## src/rtl/rv32i_lsu_pkg.sv

```systemverilog
// Shared RV32I definitions: memory-op encodings and LSU state.
// Imported by the load/store unit and its lane-alignment helper.
package rv32i_lsu_pkg;

  localparam logic [3:0] MEM_LB  = 4'b0000;
  localparam logic [3:0] MEM_LH  = 4'b0001;
  localparam logic [3:0] MEM_LW  = 4'b0010;
  localparam logic [3:0] MEM_LBU = 4'b1000;
  localparam logic [3:0] MEM_LHU = 4'b1001;
  localparam logic [3:0] MEM_SB  = 4'b0111;
  localparam logic [3:0] MEM_SH  = 4'b0100;
  localparam logic [3:0] MEM_SW  = 4'b0101;

  typedef enum logic [1:0] {
    S_IDLE,
    S_REQ,
    S_WAIT,
    S_DRAIN
  } lsu_state_e;

endpackage

```

## src/rtl/rv32i_lsu_align.sv

```systemverilog
// Combinational lane logic for the LSU: op decode, store lanes,
// load byte/half extraction and sign/zero extension.
module rv32i_lsu_align
  import rv32i_lsu_pkg::*;
(
  input  logic [3:0]  i_op,
  input  logic [1:0]  i_off,
  input  logic [31:0] i_wdata,
  input  logic [3:0]  i_ld_op,
  input  logic [1:0]  i_ld_off,
  input  logic [31:0] i_rdata,
  output logic [3:0]  o_be,
  output logic [31:0] o_wdata,
  output logic        o_store,
  output logic        o_illegal,
  output logic        o_misaligned,
  output logic [31:0] o_ld_data
);

  logic is_b;
  logic is_h;
  logic is_w;
  logic [7:0]  ld_b;
  logic [15:0] ld_h;

  always_comb begin
    is_b      = 1'b0;
    is_h      = 1'b0;
    is_w      = 1'b0;
    o_store   = 1'b0;
    o_illegal = 1'b0;
    case (i_op)
      MEM_LB:  is_b = 1'b1;
      MEM_LBU: is_b = 1'b1;
      MEM_LH:  is_h = 1'b1;
      MEM_LHU: is_h = 1'b1;
      MEM_LW:  is_w = 1'b1;
      MEM_SB:  begin is_b = 1'b1; o_store = 1'b1; end
      MEM_SH:  begin is_h = 1'b1; o_store = 1'b1; end
      MEM_SW:  begin is_w = 1'b1; o_store = 1'b1; end
      default: o_illegal = 1'b1;
    endcase
  end

  assign o_misaligned = (is_h & i_off[0]) | (is_w & (|i_off));

  always_comb begin
    o_be    = 4'hF;
    o_wdata = i_wdata;
    unique case (1'b1)
      is_b: begin
        o_be    = 4'b0001 << i_off;
        o_wdata = {4{i_wdata[7:0]}};
      end
      is_h: begin
        o_be    = i_off[1] ? 4'b1100 : 4'b0011;
        o_wdata = {2{i_wdata[15:0]}};
      end
      default: begin
        o_be    = 4'hF;
        o_wdata = i_wdata;
      end
    endcase
  end

  always_comb begin
    ld_b = i_rdata[7:0];
    case (i_ld_off)
      2'd0:    ld_b = i_rdata[7:0];
      2'd1:    ld_b = i_rdata[15:8];
      2'd2:    ld_b = i_rdata[23:16];
      default: ld_b = i_rdata[31:24];
    endcase
  end

  assign ld_h = i_ld_off[1] ? i_rdata[31:16] : i_rdata[15:0];

  always_comb begin
    o_ld_data = i_rdata;
    case (i_ld_op)
      MEM_LB:  o_ld_data = {{24{ld_b[7]}}, ld_b};
      MEM_LBU: o_ld_data = {24'd0, ld_b};
      MEM_LH:  o_ld_data = {{16{ld_h[15]}}, ld_h};
      MEM_LHU: o_ld_data = {16'd0, ld_h};
      default: o_ld_data = i_rdata;
    endcase
  end

endmodule

```

## src/rtl/rv32i_lsu.sv

```systemverilog
// RV32I load/store unit: accepts one memory op from execute, runs a
// req/gnt + rvalid bus transaction and returns aligned load data.
module rv32i_lsu
  import rv32i_lsu_pkg::*;
#(
  parameter int TIMEOUT = 16
) (
  input  logic        i_clk,
  input  logic        i_rst_n,
  input  logic        i_valid,
  output logic        o_ready,
  input  logic [3:0]  i_op,
  input  logic [31:0] i_addr,
  input  logic [31:0] i_wdata,
  input  logic [4:0]  i_rd,
  input  logic        i_flush,
  output logic        o_dmem_req,
  output logic        o_dmem_we,
  output logic [31:0] o_dmem_addr,
  output logic [3:0]  o_dmem_be,
  output logic [31:0] o_dmem_wdata,
  input  logic        i_dmem_gnt,
  input  logic        i_dmem_rvalid,
  input  logic [31:0] i_dmem_rdata,
  output logic        o_wb_valid,
  output logic [4:0]  o_wb_rd,
  output logic [31:0] o_wb_data,
  output logic        o_st_done,
  output logic        o_misaligned,
  output logic        o_illegal,
  output logic        o_bus_err,
  output logic [31:0] o_fault_addr
);

  localparam int CW = (TIMEOUT > 2) ? $clog2(TIMEOUT) : 1;
  localparam logic [CW-1:0] CNT_MAX = CW'(TIMEOUT - 1);

  lsu_state_e  state_q, state_d;
  logic [31:0] addr_q, addr_d;
  logic [3:0]  be_q, be_d;
  logic [31:0] wdata_q, wdata_d;
  logic        we_q, we_d;
  logic [3:0]  op_q, op_d;
  logic [4:0]  rd_q, rd_d;
  logic [CW-1:0] cnt_q, cnt_d;
  logic        wb_valid_q, wb_valid_d;
  logic [4:0]  wb_rd_q, wb_rd_d;
  logic [31:0] wb_data_q, wb_data_d;
  logic        st_done_q, st_done_d;
  logic        mis_q, mis_d;
  logic        ill_q, ill_d;
  logic        bus_err_q, bus_err_d;
  logic [31:0] fault_q, fault_d;

  logic [3:0]  a_be;
  logic [31:0] a_wdata;
  logic        a_store;
  logic        a_illegal;
  logic        a_mis;
  logic [31:0] a_ld_data;
  logic        expired;

  rv32i_lsu_align u_align (
    .i_op        (i_op),
    .i_off       (i_addr[1:0]),
    .i_wdata     (i_wdata),
    .i_ld_op     (op_q),
    .i_ld_off    (addr_q[1:0]),
    .i_rdata     (i_dmem_rdata),
    .o_be        (a_be),
    .o_wdata     (a_wdata),
    .o_store     (a_store),
    .o_illegal   (a_illegal),
    .o_misaligned(a_mis),
    .o_ld_data   (a_ld_data)
  );

  assign expired = (cnt_q == CNT_MAX);

  always_comb begin
    state_d    = state_q;
    addr_d     = addr_q;
    be_d       = be_q;
    wdata_d    = wdata_q;
    we_d       = we_q;
    op_d       = op_q;
    rd_d       = rd_q;
    cnt_d      = cnt_q;
    wb_valid_d = 1'b0;
    wb_rd_d    = wb_rd_q;
    wb_data_d  = wb_data_q;
    st_done_d  = 1'b0;
    mis_d      = 1'b0;
    ill_d      = 1'b0;
    bus_err_d  = 1'b0;
    fault_d    = fault_q;
    case (state_q)
      S_IDLE: begin
        if (i_valid && !i_flush) begin
          if (a_illegal) begin
            ill_d   = 1'b1;
            fault_d = i_addr;
          end else if (a_mis) begin
            mis_d   = 1'b1;
            fault_d = i_addr;
          end else begin
            addr_d  = i_addr;
            be_d    = a_be;
            wdata_d = a_wdata;
            we_d    = a_store;
            op_d    = i_op;
            rd_d    = i_rd;
            cnt_d   = '0;
            state_d = S_REQ;
          end
        end
      end
      S_REQ: begin
        if (i_dmem_gnt) begin
          cnt_d = '0;
          if (we_q) begin
            st_done_d = 1'b1;
            state_d   = S_IDLE;
          end else begin
            state_d = i_flush ? S_DRAIN : S_WAIT;
          end
        end else if (i_flush) begin
          state_d = S_IDLE;
        end else if (expired) begin
          bus_err_d = 1'b1;
          fault_d   = addr_q;
          state_d   = S_IDLE;
        end else begin
          cnt_d = cnt_q + 1'b1;
        end
      end
      S_WAIT: begin
        if (i_dmem_rvalid) begin
          // a flush arriving with the data still consumes the response
          state_d = S_IDLE;
          if (!i_flush) begin
            wb_valid_d = 1'b1;
            wb_rd_d    = rd_q;
            wb_data_d  = a_ld_data;
          end
        end else if (i_flush) begin
          cnt_d   = '0;
          state_d = S_DRAIN;
        end else if (expired) begin
          bus_err_d = 1'b1;
          fault_d   = addr_q;
          state_d   = S_IDLE;
        end else begin
          cnt_d = cnt_q + 1'b1;
        end
      end
      S_DRAIN: begin
        if (i_dmem_rvalid || expired) begin
          state_d = S_IDLE;
        end else begin
          cnt_d = cnt_q + 1'b1;
        end
      end
      default: state_d = S_IDLE;
    endcase
  end

  always_ff @(posedge i_clk or negedge i_rst_n) begin
    if (!i_rst_n) begin
      state_q    <= S_IDLE;
      addr_q     <= '0;
      be_q       <= '0;
      wdata_q    <= '0;
      we_q       <= 1'b0;
      op_q       <= '0;
      rd_q       <= '0;
      cnt_q      <= '0;
      wb_valid_q <= 1'b0;
      wb_rd_q    <= '0;
      wb_data_q  <= '0;
      st_done_q  <= 1'b0;
      mis_q      <= 1'b0;
      ill_q      <= 1'b0;
      bus_err_q  <= 1'b0;
      fault_q    <= '0;
    end else begin
      state_q    <= state_d;
      addr_q     <= addr_d;
      be_q       <= be_d;
      wdata_q    <= wdata_d;
      we_q       <= we_d;
      op_q       <= op_d;
      rd_q       <= rd_d;
      cnt_q      <= cnt_d;
      wb_valid_q <= wb_valid_d;
      wb_rd_q    <= wb_rd_d;
      wb_data_q  <= wb_data_d;
      st_done_q  <= st_done_d;
      mis_q      <= mis_d;
      ill_q      <= ill_d;
      bus_err_q  <= bus_err_d;
      fault_q    <= fault_d;
    end
  end

  assign o_ready      = (state_q == S_IDLE);
  assign o_dmem_req   = (state_q == S_REQ);
  assign o_dmem_we    = we_q;
  assign o_dmem_addr  = {addr_q[31:2], 2'b00};
  assign o_dmem_be    = be_q;
  assign o_dmem_wdata = wdata_q;
  assign o_wb_valid   = wb_valid_q;
  assign o_wb_rd      = wb_rd_q;
  assign o_wb_data    = wb_data_q;
  assign o_st_done    = st_done_q;
  assign o_misaligned = mis_q;
  assign o_illegal    = ill_q;
  assign o_bus_err    = bus_err_q;
  assign o_fault_addr = fault_q;

endmodule
```

## config.mk

```make
export PLATFORM = sky130hd
export DESIGN_NAME = rv32i_lsu
export DESIGN_NICKNAME = d
export VERILOG_FILES = /design/src/rtl/rv32i_lsu_pkg.sv /design/src/rtl/rv32i_lsu_align.sv /design/src/rtl/rv32i_lsu.sv
export SDC_FILE = /design/constraint.sdc
export NUM_CORES = 1
export LEC_CHECK = 0
export ABC_CLOCK_PERIOD_IN_PS = 2000
export BUFFER_PORTS_ARGS = -buffer_cell sky130_fd_sc_hd__clkbuf_2
export CAP_MARGIN = 20
export CORE_MARGIN = 2
export CORE_UTILIZATION = 45
export CTS_CLUSTER_DIAMETER = 200
export DETAILED_ROUTE_END_ITERATION = 10
export PLACE_DENSITY = 0.75
export SLEW_MARGIN = 20
export SYNTH_ARGS = -nofsm -noshare
export SYNTH_HDL_FRONTEND = slang
export SYNTH_SLANG_ARGS = --single-unit
```

## constraint.sdc

```tcl
create_clock -name i_clk -period 2 [get_ports i_clk]
set_clock_uncertainty 0.05 [all_clocks]
set_input_delay 0.2 -clock i_clk [delete_from_list [all_inputs] [get_ports i_clk]]
set_output_delay 0.2 -clock i_clk [all_outputs]
set_load 0.05 [all_outputs]
```

# After elaboration in Yosys (flattened, before gate mapping)
# Cells that the tools add are included.
classes:
  n_addsub: 1
  eq_ne: 25
  shifts: 1
  muxes: 58
  bitwise_logic: 5
  n_reduce_logical: 19
op_table:
  columns: ["op", "count"]
  rows:
  - ["32-bit 2-to-1 mux", 7]
  - ["32-bit case mux with 4 select lines", 1]
  - ["32-bit case mux with 3 select lines", 1]
  - ["32-bit case mux with 2 select lines", 1]
  - ["4-bit 2-to-1 mux", 10]
  - ["8-bit case mux with 3 select lines", 1]
  - ["1-bit 2-to-1 mux", 22]
  - ["4-bit equality test (second input constant)", 5]
  - ["2-bit 2-to-1 mux", 10]
  - ["16-bit 2-to-1 mux", 1]
  - ["4-bit case mux with 4 select lines", 1]
  - ["4-bit by 3-bit equality test with 1-bit output (second input constant)", 3]
  - ["2-bit != test (second input constant)", 6]
  - ["3-bit OR reduction", 3]
  - ["4-bit by 1-bit equality test with 1-bit output (second input constant)", 2]
  - ["4-bit logical NOT", 2]
  - ["2-bit case mux with 4 select lines", 1]
  - ["4-bit case mux with 2 select lines", 1]
  - ["4-bit AND reduction", 2]
  - ["8-bit OR reduction", 1]
  - ["2-bit equality test (second input constant)", 3]
  - ["3-bit by 2-bit != test with 1-bit output (second input constant)", 2]
  - ["6-bit AND reduction", 1]
  - ["5-bit AND reduction", 1]
  - ["16 further kinds", 21]
totals:
  ff_bits: 158
  input_bits: 111
  out_inout_bits: 145
  elab_cells: 125

# Depth between registers and ports, before layout
logic_depth:
  depth_word: 9
  ltp_mapped: 8
  mapped_depth_nobuf: 7

# Hierarchy
# Synthesis repeated with hierarchy kept, for this count alone.
hier_totals:
  hier_cells: 764
  area_unflattened_um2: 8649.5
by_module_without_submodules:
  columns: ["module", "n_inst", "cells_per_inst", "area_each_um2", "seq_area_each_um2"]
  rows:
  - ["rv32i_lsu", 1, 538, 6959.2, 3953.8]
  - ["rv32i_lsu_align", 1, 226, 1690.4, 0.0]

# Worst setup path after synthesis
# OpenSTA, ideal clock, no wires.
synth_timing:
  path_type: "register to register"
  startpoint: "reg state_q[1]"
  endpoint: "reg addr_q[15]"
  setup_time_ns: 0.125
  arrival_ns: 2.289
  required_time_ns: 1.825
  slack_ns: -0.464
  stages_incl_launch_ff: 8
  n_path_buf: 2
  period_less_slack_ns: 2.464
  path_cell_list: "dfrtp_1 > inv_1 > ha_1 > clkbuf_1 > nand3_1 > a21oi_2 > buf_2 > mux2_2"
synth_via:
  elab_chain_cells: 2
synth_lines:
  columns: ["item", "line", "text"]
  rows:
  - ["from (decl)", "rv32i_lsu.sv:38", "lsu_state_e state_q, state_d;"]
  - ["from (signal assigned)", "rv32i_lsu.sv:187", "state_q <= state_d;"]
  - ["2-bit logical NOT", null, null]
  - ["named net o_ready", "rv32i_lsu.sv:11", "output logic o_ready,"]
  - ["4-bit AND reduction (no line)", null, null]
  - ["to (signal assigned)", "rv32i_lsu.sv:188", "addr_q <= addr_d;"]
  - ["to (decl)", "rv32i_lsu.sv:39", "logic [31:0] addr_q, addr_d;"]
# The timed path passes the listed nets, and every way through them passes these cells.
# A chain may end at the register's enable or synchronous reset.

# Final worst setup path
layout_timing:
  startpoint: "reg state_q[1]"
  endpoint: "reg cnt_q[3]"
layout_via:
  elab_chain_cells: 3
  word_cells_on_any_way: 12
  classes_between: "9 x eq/ne; 1 x mux; 2 x reduce/logical"
layout_lines:
  columns: ["item", "line", "text"]
  rows:
  - ["2-bit by 1-bit equality test with 1-bit output (tied with other cells)", "rv32i_lsu.sv:97", "case (state_q)"]
  - ["3-bit by 2-bit != test with 1-bit output (no line) (tied with other cells)", null, null]
  - ["6-bit AND reduction (no line)", null, null]
  - ["to (signal assigned)", "rv32i_lsu.sv:194", "cnt_q <= cnt_d;"]
  - ["to (decl)", "rv32i_lsu.sv:45", "logic [CW-1:0] cnt_q, cnt_d;"]
# Several ways; a longest one is shown, not always the timed one.

==> run_summary.xml <==
<?xml version="1.0" encoding="UTF-8"?>
<metrics>
  <group name="status">
    <metric name="status" unit="">complete, but fails checks</metric>
    <metric name="failed_checks" unit="">negative setup slack</metric>
  </group>
  <group name="final_layout">
    <metric name="drive_above_1_share" unit="%">47.26</metric>
    <metric name="layout.cells.most_common_list" unit="">252 x clkbuf_2, 157 x dfrtp_1, 89 x mux2_2</metric>
    <metric name="area_growth_from_synthesis_to_final_layout" unit="%">35.20</metric>
    <metric name="final_common_cell" unit="">clkbuf_2</metric>
    <metric name="final_nets" unit="">1126</metric>
    <metric name="n_antenna_cell" unit="">0</metric>
  </group>
  <group name="die">
    <metric name="boundaryPins" unit="">256</metric>
    <metric name="rows" unit="">48</metric>
    <metric name="floorplan.die.width" unit="µm">136.5</metric>
    <metric name="die_height" unit="µm">136.5</metric>
    <metric name="floorplan.die_area" unit="µm²">18630</metric>
    <metric name="initial_core_util" unit="%">45.82</metric>
    <metric name="design.core.area" unit="µm²">17240</metric>
  </group>
  <group name="grt">
    <metric name="met2_usage" unit="%">38.17</metric>
    <metric name="grt_antenna_before_repair" unit="">0</metric>
    <metric name="first_global_vias" unit="">6561</metric>
    <metric name="grt_pass1_wl" unit="µm">32890</metric>
    <metric name="grt-ovfl-total" unit="">0</metric>
    <metric name="top_usage_layer" unit="">met2</metric>
    <metric name="grt_start_max_net_pins" unit="">50</metric>
    <metric name="groute.usage.overall" unit="%">22.58</metric>
    <metric name="groute.layer.met3.usage" unit="%">6.227</metric>
    <metric name="gr-usage-met1" unit="%">27.11</metric>
  </group>
  <group name="worst_hold_path">
    <metric name="whs_endpoint" unit="">o_dmem_wdata[6]</metric>
    <metric name="hold_start" unit="">i_wdata[6]</metric>
    <metric name="hold_depth" unit="">2</metric>
    <metric name="hold_path_class" unit="">in2reg</metric>
  </group>
  <group name="worst_setup_path">
    <metric name="cp.required" unit="ns">2.26</metric>
    <metric name="critical_path_arrival" unit="ns">2.28</metric>
    <metric name="regToRegEndpoint" unit="">cnt_q[3]</metric>
    <metric name="critPathKind" unit="">reg2reg</metric>
    <metric name="regToRegStartpoint" unit="">state_q[1]</metric>
    <metric name="reg2reg_depth" unit="">7</metric>
    <metric name="cp_max_fo" unit="">4</metric>
    <metric name="endpoint_kind" unit="">flop</metric>
    <metric name="crit_path_launch_type" unit="">flop</metric>
    <metric name="reg2reg_setup_slack" unit="ns">-0.02</metric>
  </group>
  <group name="cts">
    <metric name="clk_path_buf_depth" unit="">2</metric>
    <metric name="cts_tree" unit="">yes</metric>
    <metric name="cts_root_buf" unit="">clkbuf_16</metric>
    <metric name="cts_made_buffers" unit="">17</metric>
    <metric name="cts.sink_count" unit="">158</metric>
    <metric name="clkTransAtPathRegs" unit="ns">0.07</metric>
    <metric name="cts_max_level" unit="">4</metric>
    <metric name="worstSkewPairLatency" unit="ns">0.42</metric>
  </group>
  <group name="place">
    <metric name="gp_congestion" unit="">0.8573</metric>
    <metric name="place.port_buffers" unit="">253</metric>
    <metric name="dp_hpwl" unit="µm">15050</metric>
  </group>
  <group name="logic_synthesis">
    <metric name="seq_area_frac_synth" unit="%">50.06</metric>
    <metric name="synthFlopType" unit="">dfrtp_1</metric>
    <metric name="syn-mean-instance-area" unit="µm²">11.14</metric>
    <metric name="number_of_enable_flip_flop_cells_after_synthesis" unit="">0</metric>
    <metric name="cell_area_after_synthesis" unit="µm²">7898</metric>
    <metric name="synthesis.yosys.warnings" unit="">0</metric>
    <metric name="unique_cell_type_count_in_the_yosys_netlist" unit="">53</metric>
    <metric name="async_reset_ff_share" unit="%">100.0</metric>
    <metric name="synthesis.instances" unit="">709</metric>
    <metric name="flip_flop_and_latch_count_after_synthesis" unit="">158</metric>
  </group>
  <group name="power">
    <metric name="power.sequential.fraction" unit="%">28.4</metric>
    <metric name="vdd_ir_drop_max" unit="V">0.001227</metric>
    <metric name="total_switching_power" unit="W">0.01007</metric>
    <metric name="power_frac_clock" unit="%">16.0</metric>
    <metric name="p_leak" unit="nW">5.156</metric>
    <metric name="combinationalPowerShare" unit="%">55.6</metric>
    <metric name="power_density" unit="nW/µm²">1878</metric>
    <metric name="switching_share" unit="%">50.19</metric>
    <metric name="total_power" unit="W">0.02006</metric>
    <metric name="internal-power" unit="W">0.009989</metric>
  </group>
  <group name="timing">
    <metric name="final_max_slew_viol_count" unit="">0</metric>
    <metric name="timing.setup.tns" unit="ns">-0.05696</metric>
    <metric name="slew_headroom" unit="%">64.21</metric>
    <metric name="period_minus_slack" unit="ns">2.022</metric>
    <metric name="tightestPinTransition" unit="ns">0.5356</metric>
    <metric name="post-route-worst-setup-slack" unit="ns">-0.02232</metric>
    <metric name="rsz0062_at_grt" unit="">yes</metric>
    <metric name="report.final.setup_viol" unit="">3</metric>
    <metric name="final_hold_viol_count" unit="">0</metric>
    <metric name="clock.fmax" unit="MHz">494.5</metric>
    <metric name="fin_crit_sh" unit="%">101.1</metric>
    <metric name="timing.hold.ws" unit="ns">0.01888</metric>
  </group>
  <group name="routing">
    <metric name="drt.antenna.violating_nets" unit="">0</metric>
    <metric name="vias" unit="">6606</metric>
    <metric name="post_drt_wl_per_cell" unit="µm">17.37</metric>
    <metric name="route.detailed.drc" unit="">0</metric>
    <metric name="number_of_detailed_route_iterations_in_the_first_pass" unit="">7</metric>
    <metric name="initialDrtViolationCount" unit="">393</metric>
    <metric name="routed_wl" unit="µm">21660</metric>
    <metric name="drt-vias-per-instance" unit="">5.298</metric>
  </group>
  <group name="flow_run">
    <metric name="count_of_max_cap_constraint_violations" unit="">0</metric>
  </group>
</metrics>
[synth_stat cells, types with 2 or more instances]
master | instances | area [µm²]
a21boi_0 | 2 | 15.01
buf_6 | 3 | 33.78
and3_1 | 3 | 18.77
buf_12 | 3 | 60.06
nor3_1 | 11 | 55.05
a21oi_1 | 64 | 320.3
o22ai_1 | 8 | 50.05
a22oi_1 | 2 | 15.01
buf_2 | 10 | 50.05
mux2i_1 | 16 | 160.2
nor2b_1 | 3 | 18.77
o21ai_1 | 2 | 10.01
clkbuf_1 | 22 | 82.58
a31oi_1 | 11 | 68.82
a221o_1 | 3 | 30.03
mux2_2 | 89 | 1002
mux2_4 | 30 | 450.4
nand2b_1 | 6 | 37.54
buf_4 | 36 | 270.3
or2_2 | 3 | 18.77
a21oi_2 | 2 | 17.52
o21ai_0 | 41 | 205.2
nand2_1 | 70 | 262.8
dfrtp_1 | 158 | 3954
a22o_1 | 10 | 87.58
ha_1 | 6 | 75.07
nor2_1 | 54 | 202.7
inv_1 | 11 | 41.29
nor4b_1 | 2 | 17.52
nand3_1 | 5 | 25.02
[worst max-delay path by stage]
stage | startpoint | end | slack, ns | cells past startpoint
final | state_q[1] | cnt_q[3] | -0.02 | 7
after CTS | state_q[1] | cnt_q[3] | -0.003 | 7
after global routing | state_q[1] | cnt_q[2] | -0.09 | 8
after floorplan | state_q[1] | addr_q[15] | 0.007 | 7
after detailed placement | state_q[1] | cnt_q[3] | -0.04 | 7
after global placement | state_q[1] | cnt_q[3] | -0.01 | 7
[area by class of cell]
class                           count  area (µm²)
Tap cell                          225       281.5
Clock inverter                     15       151.4
Inverter                           11       41.29
Fill cell                        1362        6559
Sequential cell                   158        3955
Timing Repair Buffer              354        2336
Multi-Input combinational cell    467        3487
Clock buffer                       17       425.4
[metal layers]
| metal | share of wire (%) | vias to the layer above |
|---|---|---|
| li1 | - | 3062 |
| met1 | 40 | 3186 |
| met2 | 49 | 310 |
| met3 | 8.5 | 48 |
| met4 | 2.7 | 0 |
| met5 | 0 | - |
[flip-flops by register name, summed over array words and instances, names as in the netlist]
name / cells
o_misaligned: 1
o_st_done: 1
o_wb_valid: 1
addr_q: 32
op_q: 4
o_illegal: 1
state_q: 2
o_dmem_be: 4
o_wb_data: 32
o_fault_addr: 32
o_dmem_wdata: 32
rd_q: 5
o_bus_err: 1
cnt_q: 4
o_wb_rd: 5
o_dmem_we: 1
[kinds of logic (layout without fill, tap and decap cells)]
| kind of cell | after synthesis | in the layout | share of synthesized area (%) |
|---|---|---|---|
| buf+inv | 85 | 397 | 6.812 |
| xor+xnor | 1 | 1 | 0.1109 |
| fa+ha+maj | 6 | 6 | 0.9505 |
| compound gates | 156 | 156 | 11.95 |
| other cells | 1 | 2 | 0.04748 |
| flops | 158 | 158 | 50.06 |
| mux | 136 | 136 | 20.71 |
| simple gates | 166 | 166 | 9.363 |
[through the flow]
stage                     util (%)  instances  setup slack (ns)  cell area (µm²)
final                        61.95       1247          -0.02232            10680
after global routing         61.95       1247          -0.08921            10680
after CTS                    60.89       1235         -0.003486            10500
after detailed placement     54.42       1148          -0.04353             9380
after global placement       54.42       1148          -0.01413             9380
after floorplan                  -        710          0.006549             7994
[power by group through the flow]
stage	registers, W	logic, W	clock network, W
floorplan	0.00919	0.00527	0
global placement	0.00571	0.0107	0
detailed placement	0.00573	0.0109	0
global route	0.00589	0.0117	0.00342
CTS	0.00570	0.0110	0.00329
finish	0.00570	0.0111	0.00321
[what timing repair did]
item | CTS | global route
hold buffers | 50 | 0
resized for setup | 0 | 13
setup endpoints to repair | 32 | 75
pin swaps | 0 | 9
gates cloned | 0 | 2
hold endpoints to repair | 93 | 0
buffers inserted | 5 | 10
[worst max-delay path, stage by stage, from the launching register on]
cell and delay, ns:
dfrtp_1 0.40, inv_2 0.10, ha_4 0.18, nor2b_4 0.13, a222oi_1 0.36, nand2_1 0.16, a21o_1 0.22, a221o_1 0.31
No activity file was read; power rests on OpenSTA's default activity.
